<file path="config.mk">
export PLATFORM = sky130hd
export DESIGN_NAME = exwb_defer_c3
export DESIGN_NICKNAME = d
export VERILOG_FILES = /design/src/rtl/jx2_wb_pkg.sv /design/src/rtl/wb_fifo2.sv /design/src/rtl/exwb_defer_c3.sv
export SDC_FILE = /design/constraint.sdc
export NUM_CORES = 1
export LEC_CHECK = 0
export ABC_AREA = 1
export CORE_MARGIN = 8
export CORE_UTILIZATION = 38
export DETAILED_ROUTE_END_ITERATION = 10
export GPL_TIMING_DRIVEN = 0
export PLACE_DENSITY = 0.76
export SKIP_CTS_REPAIR_TIMING = 1
export SYNTH_ARGS = -nofsm -noshare
export SYNTH_HDL_FRONTEND = slang
export SYNTH_HIERARCHICAL = 1
export SYNTH_SLANG_ARGS = --single-unit
</file>
<file path="constraint.sdc">
create_clock -name clock -period 5.4 [get_ports clock]
set_input_delay 0.54 -clock clock [delete_from_list [all_inputs] [get_ports clock]]
set_output_delay 0.54 -clock clock [all_outputs]
set_load 0.02 [all_outputs]
</file>
<file path="src/rtl/jx2_wb_pkg.sv">
// Shared definitions for the lane-3+ writeback deferral stage.
package jx2_wb_pkg;

  localparam int unsigned JX2_GPR_ID_W  = 7;
  localparam int unsigned JX2_GPR_VAL_W = 64;

  localparam logic [JX2_GPR_ID_W-1:0] ZZR_ID = 7'h3F;

  localparam logic [15:0] STALL_CNT_MAX = 16'hFFFF;

  typedef struct packed {
    logic [JX2_GPR_ID_W-1:0]  id;
    logic [JX2_GPR_VAL_W-1:0] val;
  } wb_entry_t;

  localparam wb_entry_t WB_ENTRY_NULL = '{id: ZZR_ID, val: '0};

endpackage

</file>
<file path="src/rtl/wb_fifo2.sv">
// Two-entry in-order result buffer; both slots are exposed for forwarding.
module wb_fifo2
  import jx2_wb_pkg::*;
(
  input  logic      clock,
  input  logic      reset,
  input  logic      push,
  input  wb_entry_t push_entry,
  input  logic      pop,
  output wb_entry_t head_entry,
  output wb_entry_t ent0,
  output wb_entry_t ent1,
  output logic      head_ptr,
  output logic      tail_ptr,
  output logic [1:0] count
);

  wb_entry_t  mem_q [2];
  logic       head_q;
  logic       tail_q;
  logic [1:0] count_q;
  logic [1:0] count_d;

  always_comb begin
    count_d = count_q;
    unique case ({push, pop})
      2'b10:   count_d = count_q + 2'd1;
      2'b01:   count_d = count_q - 2'd1;
      default: count_d = count_q;
    endcase
  end

  // Slots reset to the null entry so the head reads ZZR_ID/0 after reset.
  always_ff @(posedge clock or posedge reset) begin
    if (reset) begin
      mem_q[0] <= WB_ENTRY_NULL;
      mem_q[1] <= WB_ENTRY_NULL;
      head_q   <= 1'b0;
      tail_q   <= 1'b0;
      count_q  <= 2'd0;
    end else begin
      if (push) begin
        mem_q[tail_q] <= push_entry;
        tail_q        <= ~tail_q;
      end
      if (pop) begin
        head_q <= ~head_q;
      end
      count_q <= count_d;
    end
  end

  assign head_entry = mem_q[head_q];
  assign ent0       = mem_q[0];
  assign ent1       = mem_q[1];
  assign head_ptr   = head_q;
  assign tail_ptr   = tail_q;
  assign count      = count_q;

endmodule

</file>
<file path="src/rtl/exwb_defer_c3.sv">
// Writeback deferral stage for execute lane 3+: hold/space logic, forwarding, stall counter.
// Optional forwarding compare is enabled by defining JX2_WBDEFER_FWD_EN.
module exwb_defer_c3
  import jx2_wb_pkg::*;
#(
  parameter int unsigned     GPR_ID_W  = JX2_GPR_ID_W,
  parameter int unsigned     GPR_VAL_W = JX2_GPR_VAL_W,
  parameter logic [6:0]      ZZR_ID    = jx2_wb_pkg::ZZR_ID
) (
  input  logic                 clock,
  input  logic                 reset,
  input  logic [GPR_ID_W-1:0]  regIdRn4,
  input  logic [GPR_VAL_W-1:0] regValRn4,
  input  logic                 exHoldIn,
  output logic                 wbValid,
  output logic [GPR_ID_W-1:0]  wbId,
  output logic [GPR_VAL_W-1:0] wbVal,
  input  logic                 wbReady,
  output logic                 holdOut,
  input  logic [GPR_ID_W-1:0]  fwdId,
  output logic                 fwdHit,
  output logic [GPR_VAL_W-1:0] fwdVal,
  output logic [15:0]          wbStallCnt
);

  logic       push;
  logic       pop;
  logic       space;
  logic       head_ptr;
  logic       tail_ptr;
  logic [1:0] count;
  wb_entry_t  push_entry;
  wb_entry_t  head_entry;
  wb_entry_t  ent0;
  wb_entry_t  ent1;
  logic [15:0] stall_cnt_q;

  assign wbValid = (count != 2'd0);
  assign pop     = wbValid && wbReady;
  // A full buffer still has room when the head leaves this same cycle.
  assign space   = (count < 2'd2) || pop;
  assign holdOut = !space;
  assign push    = !exHoldIn && space && (regIdRn4 != ZZR_ID);

  assign push_entry.id  = regIdRn4;
  assign push_entry.val = regValRn4;

  wb_fifo2 u_fifo (
    .clock      (clock),
    .reset      (reset),
    .push       (push),
    .push_entry (push_entry),
    .pop        (pop),
    .head_entry (head_entry),
    .ent0       (ent0),
    .ent1       (ent1),
    .head_ptr   (head_ptr),
    .tail_ptr   (tail_ptr),
    .count      (count)
  );

  assign wbId  = head_entry.id;
  assign wbVal = head_entry.val;

`ifdef JX2_WBDEFER_FWD_EN
  wb_entry_t newest;
  wb_entry_t oldest;

  always_comb begin
    newest = tail_ptr ? ent0 : ent1;
    oldest = head_ptr ? ent1 : ent0;
    fwdHit = 1'b0;
    fwdVal = '0;
    // Newest entry (tail-1) wins; the head only matters when both are pending.
    if (fwdId != ZZR_ID) begin
      if ((count != 2'd0) && (newest.id == fwdId)) begin
        fwdHit = 1'b1;
        fwdVal = newest.val;
      end else if ((count == 2'd2) && (oldest.id == fwdId)) begin
        fwdHit = 1'b1;
        fwdVal = oldest.val;
      end
    end
  end
`else
  logic fwd_unused;

  assign fwd_unused = ^{fwdId, head_ptr, ent0, ent1};
  assign fwdHit     = 1'b0;
  assign fwdVal     = '0;
`endif

  always_ff @(posedge clock or posedge reset) begin
    if (reset) begin
      stall_cnt_q <= 16'd0;
    end else if (holdOut && (stall_cnt_q != STALL_CNT_MAX)) begin
      stall_cnt_q <= stall_cnt_q + 16'd1;
    end
  end

  assign wbStallCnt = stall_cnt_q;

endmodule

</file>
==> reports/results.ini <==
[floorplanning]
die_height_um=161.6
coreArea_sq_um=20890
die_x_um=161.6
pin_count=236
die_area_sq_um=26110
start_util_pct=38.56
num_rows=53

[global_route]
use_met2_pct=29.22
grt_pass1_wl_um=36580
grt_pass1_vias=6906
gr-usage-met3_pct=5.498
gr-usage-met1_pct=22.00
grt_max_degree=77
antenna_found_initial=1
grt_overflow=0
top_usage_layer=met2
grt_use_total_pct=17.66

[detailed_routing]
drtIter0Drc=365
route.detailed.drc=0
via_per_inst=4.514
wirelength_um=23030
vias=6961
avgRoutedWirePerCell_um=14.94
first_pass_iters=5
drtAntennaViolNets=0

[layout]
area_growth_pct=34.99
fin_util_pct=52.05
layout.nets=1338
multiInputGateArea_sq_um=2766
layout_commonest_cell=nand2_1
final_cell_mix=285 x nand2_1, 168 x inv_1, 163 x clkdlybuf4s50_1
drive_above_1_share_pct=12.09
seq_area_sq_um=4069
fill_cells=1979

[placement]
port_buffers=163
dpl.hpwl_um=16910
gp_congestion=0.8371

[power_and_ir_drop]
peakVddDrop_v=0.0003574
p_leak_nw=5.437
pwr_density_cell_nw_per_um2=587.0

[clock_network]
cts-root-buf=clkbuf_16
htree_levels=4
insertion_delay_ns=0.43
cts_buffers=17
ctsLongestPathBuffers=2
path_clk_slew_ns=0.07
cts_tree=done
clock-sinks=162

[sta]
slew_viol_final=0
slew_headroom_pct=54.97
fin_crit_ns=2.951
finalCritPeriodShare_pct=54.65
fin_worst_skew_ns=0.007642
worst_pin_slew_ns=0.6755
setup_violations=0
max_freq_mhz=338.8
hold_slack_ns=0.4727
hold_viol_final=0
rsz0062_at_grt=no

[yosys]
synth_seq_cells=162
syn_area_per_cell_sq_um=7.998
ys_seq_area_share_pct=50.52
netlist_area_sq_um=8054
yosysUniqueCellTypes=29
syn_inst=1007
yosys_warnings=6

[hold_path]
holdPathEnd=u_fifo/ent0[66]$_DFFE_PP1P_
holdPathStages=2
hold_class=flop to flop
min_from=u_fifo/ent0[66]$_DFFE_PP1P_

[worst_setup_path]
worstPathMaxFanout=10
start_kind=flop
regToRegSetupSlack_ns=3.01
cp.required_ns=4.86
r2r_start=u_fifo/count[1]$_DFFE_PP0P_
r2r-end=u_fifo/ent1[52]$_DFFE_PP0P_
arrival_ns=2.41
end_kind=output pin
crit_type=flop to output pin
reg2regPathDepth=10

[run_status]
status=completed

[flow_run]
drv_cap=0

cell families (layout without fill, tap and decap cells):
logic type / Yosys count / after routing / synth area share (%)
compound gates: 221 / 221 / 14.01
xor+xnor: 8 / 8 / 0.8699
fa+ha+maj: 2 / 2 / 0.3107
buf+inv: 285 / 480 / 18.11
flops: 162 / 162 / 50.52
other cells: 1 / 66 / 0.04656
simple gates: 328 / 328 / 16.13
cell type report:
type | instances | share of cell area, %
sequential | 162 | 37.43
buffer | 114 | 7.515
tap | 275 | 3.165
inverter | 171 | 5.950
multi-input combinational | 624 | 25.45
clock inverter | 12 | 1.047
timing repair buffer | 164 | 15.26
antenna | 1 | 0.02302
clock buffer | 19 | 4.166
metrics by stage:
| step | power, mW | area (sq um) | instances | TNS [ns] | setup slack (ns) |
|---|---|---|---|---|---|
| 2_1_floorplan | 3.863 | 8294 | 1071 | 0 | 0.9569 |
| 3_3_place_gp | 5.177 | 10270 | 1509 | -146.85 | -1.106 |
| 3_5_place_dp | 5.256 | 10300 | 1510 | 0 | 2.512 |
| 4_1_cts | 6.454 | 10870 | 1541 | 0 | 2.436 |
| 5_1_grt | 6.832 | 10870 | 1542 | 0 | 2.348 |
| 6_report | 6.382 | 10870 | 1542 | 0 | 2.449 |
power breakdown:
| part | switching [mW] | total, mW | internal [mW] |
|---|---|---|---|
| logic | 1.85 | 3.14 | 1.29 |
| clock network | 0.530 | 1.16 | 0.630 |
| registers | 0.294 | 2.08 | 1.78 |
| total | 2.68 | 6.38 | 3.70 |
synthesized netlist by cell type:
cell type  instances  area [sq um]
buf_12             1         20.02
buf_2             18         90.09
buf_4             65         488.0
buf_6              2         22.52
buf_8              8         120.1
clkbuf_1          19         71.32
clkbuf_2           1         5.000
conb_1             1         3.750
dfrtp_1          150          3754
dfstp_2           12         315.3
ha_1               2         25.02
inv_1            169         634.4
inv_2              2         7.510
nand2_1          285          1070
nand2_4            2         22.52
nand3_1           10         50.05
nand3_2            1         10.01
nand4_1            7         43.79
nor2_1            18         67.56
nor2_2             1         6.260
nor2_4             1         11.26
nor3_1             1         5.000
nor4_1             1         6.260
o21ai_0          146         730.7
o21ai_1           69         345.3
o21ai_2            6         52.55
or2_1              1         6.260
xnor2_1            4         35.03
xor2_1             4         35.03
worst max-delay path, stage by stage, from the launching register on:
cell and delay, ns:
dfrtp_1 0.32, buf_2 0.16, buf_2 0.28, buf_2 0.32
nand2_1 0.11, o21ai_0 0.14, clkdlybuf4s50_1 0.67
metal layers:
layer	routed length (um)	part of all wire, %
met4	304	1.3
met1	10010	43
met3	1691	7.3
met2	11030	48
met5	0	0
worst max path at each step:
stage                                            from                          end  slack, ns  cells past startpoint
after global placement                          reset  u_fifo/ent0[42]$_DFFE_PP0P_      -1.11                      2
after floorplan                                 reset  u_fifo/count[0]$_DFFE_PP0P_       0.96                      1
after detailed placement                      wbReady  u_fifo/ent1[52]$_DFFE_PP0P_       2.51                      9
after global routing      u_fifo/head_ptr$_DFFE_PP0P_                      wbId[4]       2.35                      6
after CTS                 u_fifo/head_ptr$_DFFE_PP0P_                    wbVal[52]       2.44                      6
final                     u_fifo/head_ptr$_DFFE_PP0P_                    wbVal[52]       2.45                      6
state kept, by name, summed over array words and instances (netlist names):
signal	cells
u_fifo/ent0	71
u_fifo/ent1	71
wbStallCnt	16
u_fifo/count	2
u_fifo/head_ptr	1
u_fifo/tail_ptr	1
Power figures use the tool's default switching activity.
==> patch (config.mk and constraints unchanged) <==
Build with the macro `JX2_WBDEFER_FWD_EN` defined.
--- a/src/rtl/exwb_defer_c3.sv
+++ b/src/rtl/exwb_defer_c3.sv
@@ -1,4 +1,6 @@
 // Writeback deferral stage for execute lane 3+: hold/space logic, forwarding, stall counter.
 // Optional forwarding compare is enabled by defining JX2_WBDEFER_FWD_EN.
+`define JX2_WBDEFER_FWD_EN
+
 module exwb_defer_c3
   import jx2_wb_pkg::*;
Formal check against the unedited RTL: not equivalent (a bounded check fails within 4 cycles, from zero or initial values and one cycle with reset high).
==> patch against the original RTL <==
Power rose by 35%; clock skew grew 2.5 ps; count of clock-buffer cells in the layout increased by 3; final area grew 29%; sequential cell count did not move; wire length is 69% higher; area after synthesis increased by 32%; maximum frequency fell by 19%; worst setup slack got worse by 690 ps; combinational power grew 63%; highest routed layer is now met5.
==> patch: results (changes against the original RTL) <==
finish:
  clock_buffers: 22  # +3
  clk_share_pct: 3.90  # -1.3 points
  n_fill_cell: 2676  # +35%
  multi_input_area_share_pct: 35.4  # +10 points
  fin_nets: 1983  # +48%
  final_util_pct: 50.8  # -1.3 points
  n_sequential_cell: 162  # unchanged
  diodes: 0  # -1
  multi_input_comb_cells: 1127  # +81%
  drive_above_1_share_pct: 7.11  # -5.0 points
  num-nonclk-inverters: 249  # +46%
floorplanning:
  die_w_um: 184  # +14%
route:
  wl_met3_mm: 3.34  # +97%
  drt_pass1_iterations: 7  # +2
  route.met2.wl_mm: 18.0  # +63%
  dr.max_layer_used: "met5"
  vias_per_cell: 5.12  # +13%
  wirelength_mm: 39.0  # +69%
  wl_per_cell_um: 17.0  # +14%
  wl_met1_mm: 16.3  # +62%
  drtIter0Drc: 926  # +150%
synthesis:
  synthTopCellsByArea: "dfrtp_1 35%, nand2_1 20%, o21ai_0 13%"
  synth_cell_types: 30  # +3.4%
  synth_top_cells_by_count: "567 x nand2_1, 281 x o21ai_0, 246 x inv_1"
  ys_warn_count: 6  # unchanged
  syn_avg_cell_area_um2: 6.49  # -19%
status:
  status: "finished, final reports clean"
placed_design:
  dpl-instance-area_um2: 13500  # +31%
  place.port_buffers: 235  # +44%
  dp_hpwl_mm: 28.2  # +67%
  post-place-ws_ps: 1880  # -629 ps
  place_inst: 2258  # +50%
  finalWeightedCongestion: 0.920  # +10%
sta:
  clock-skew-final_ps: 10.1  # +2.48 ps
  worst-slew-pin-transition_ps: 867  # +191 ps
  period_needed_ps: 3640  # +685 ps
critical_path:
  r2r.worst_path.cells: 7  # -3
  rrSetupSlack_ps: 3030  # +20 ps
  crit_end: "fwdVal[4]"
  worst_path_max_delay_cell: "clkdlybuf4s50_1"
  cp.arrival_ps: 3100  # +690 ps
  critPathMaxStageDelay_ps: 650  # -20 ps
grt:
  grtUsageMet3_pct: 5.45  # -0.043 points
  grtUsageTotal_pct: 22.7  # +5.1 points
  grt_first_pass_wirelength_mm: 60.8  # +66%
  grt_use_met1_pct: 28.4  # +6.4 points
  use_met2_pct: 36.7  # +7.5 points
  grt_max_degree: 80  # +3.9%
  grt_pass1_vias: 11200  # +63%
pwr:
  leakagePower_uw: 0.00693  # +27%
  power_sequential_uw: 2310  # +11%
  switching_power_uw: 4250  # +59%
  power_frac_comb_pct: 59.6  # +10 points
  power_uw: 8610  # +35%
  ir_drop_mv: 0.295  # -18%
clock_tree:
  path_clk_slew_ps: 70  # about the same
  clock_latency_ps: 420
worst_hold_path:
  min_from: "u_fifo/ent0[65]$_DFFE_PP1P_"
==> patch: cells by family after synthesis <==
| family | share of synthesized area, % |
|---|---|
| adders and majority gates | 0.235 |
| AOI/OAI and AO/OA | 16.6 |
| and+or+nand+nor | 28.7 |
| DFF | 38.2 |
| xor gates and xnor gates | 1.23 |
| buffers and inverters | 15.1 |
==> patch: worst min path at each step <==
stage          cells past startpoint                           to  slack (ps)
6_report                           2  u_fifo/ent0[65]$_DFFE_PP1P_         500
5_1_grt                            2  u_fifo/ent0[69]$_DFFE_PP1P_         520
4_1_cts                            2  u_fifo/ent0[64]$_DFFE_PP1P_         500
3_5_place_dp                       2  u_fifo/ent0[64]$_DFFE_PP1P_         490
3_3_place_gp                       2  u_fifo/ent0[64]$_DFFE_PP1P_         480
2_1_floorplan                      1    wbStallCnt[0]$_DFFE_PP0P_         450
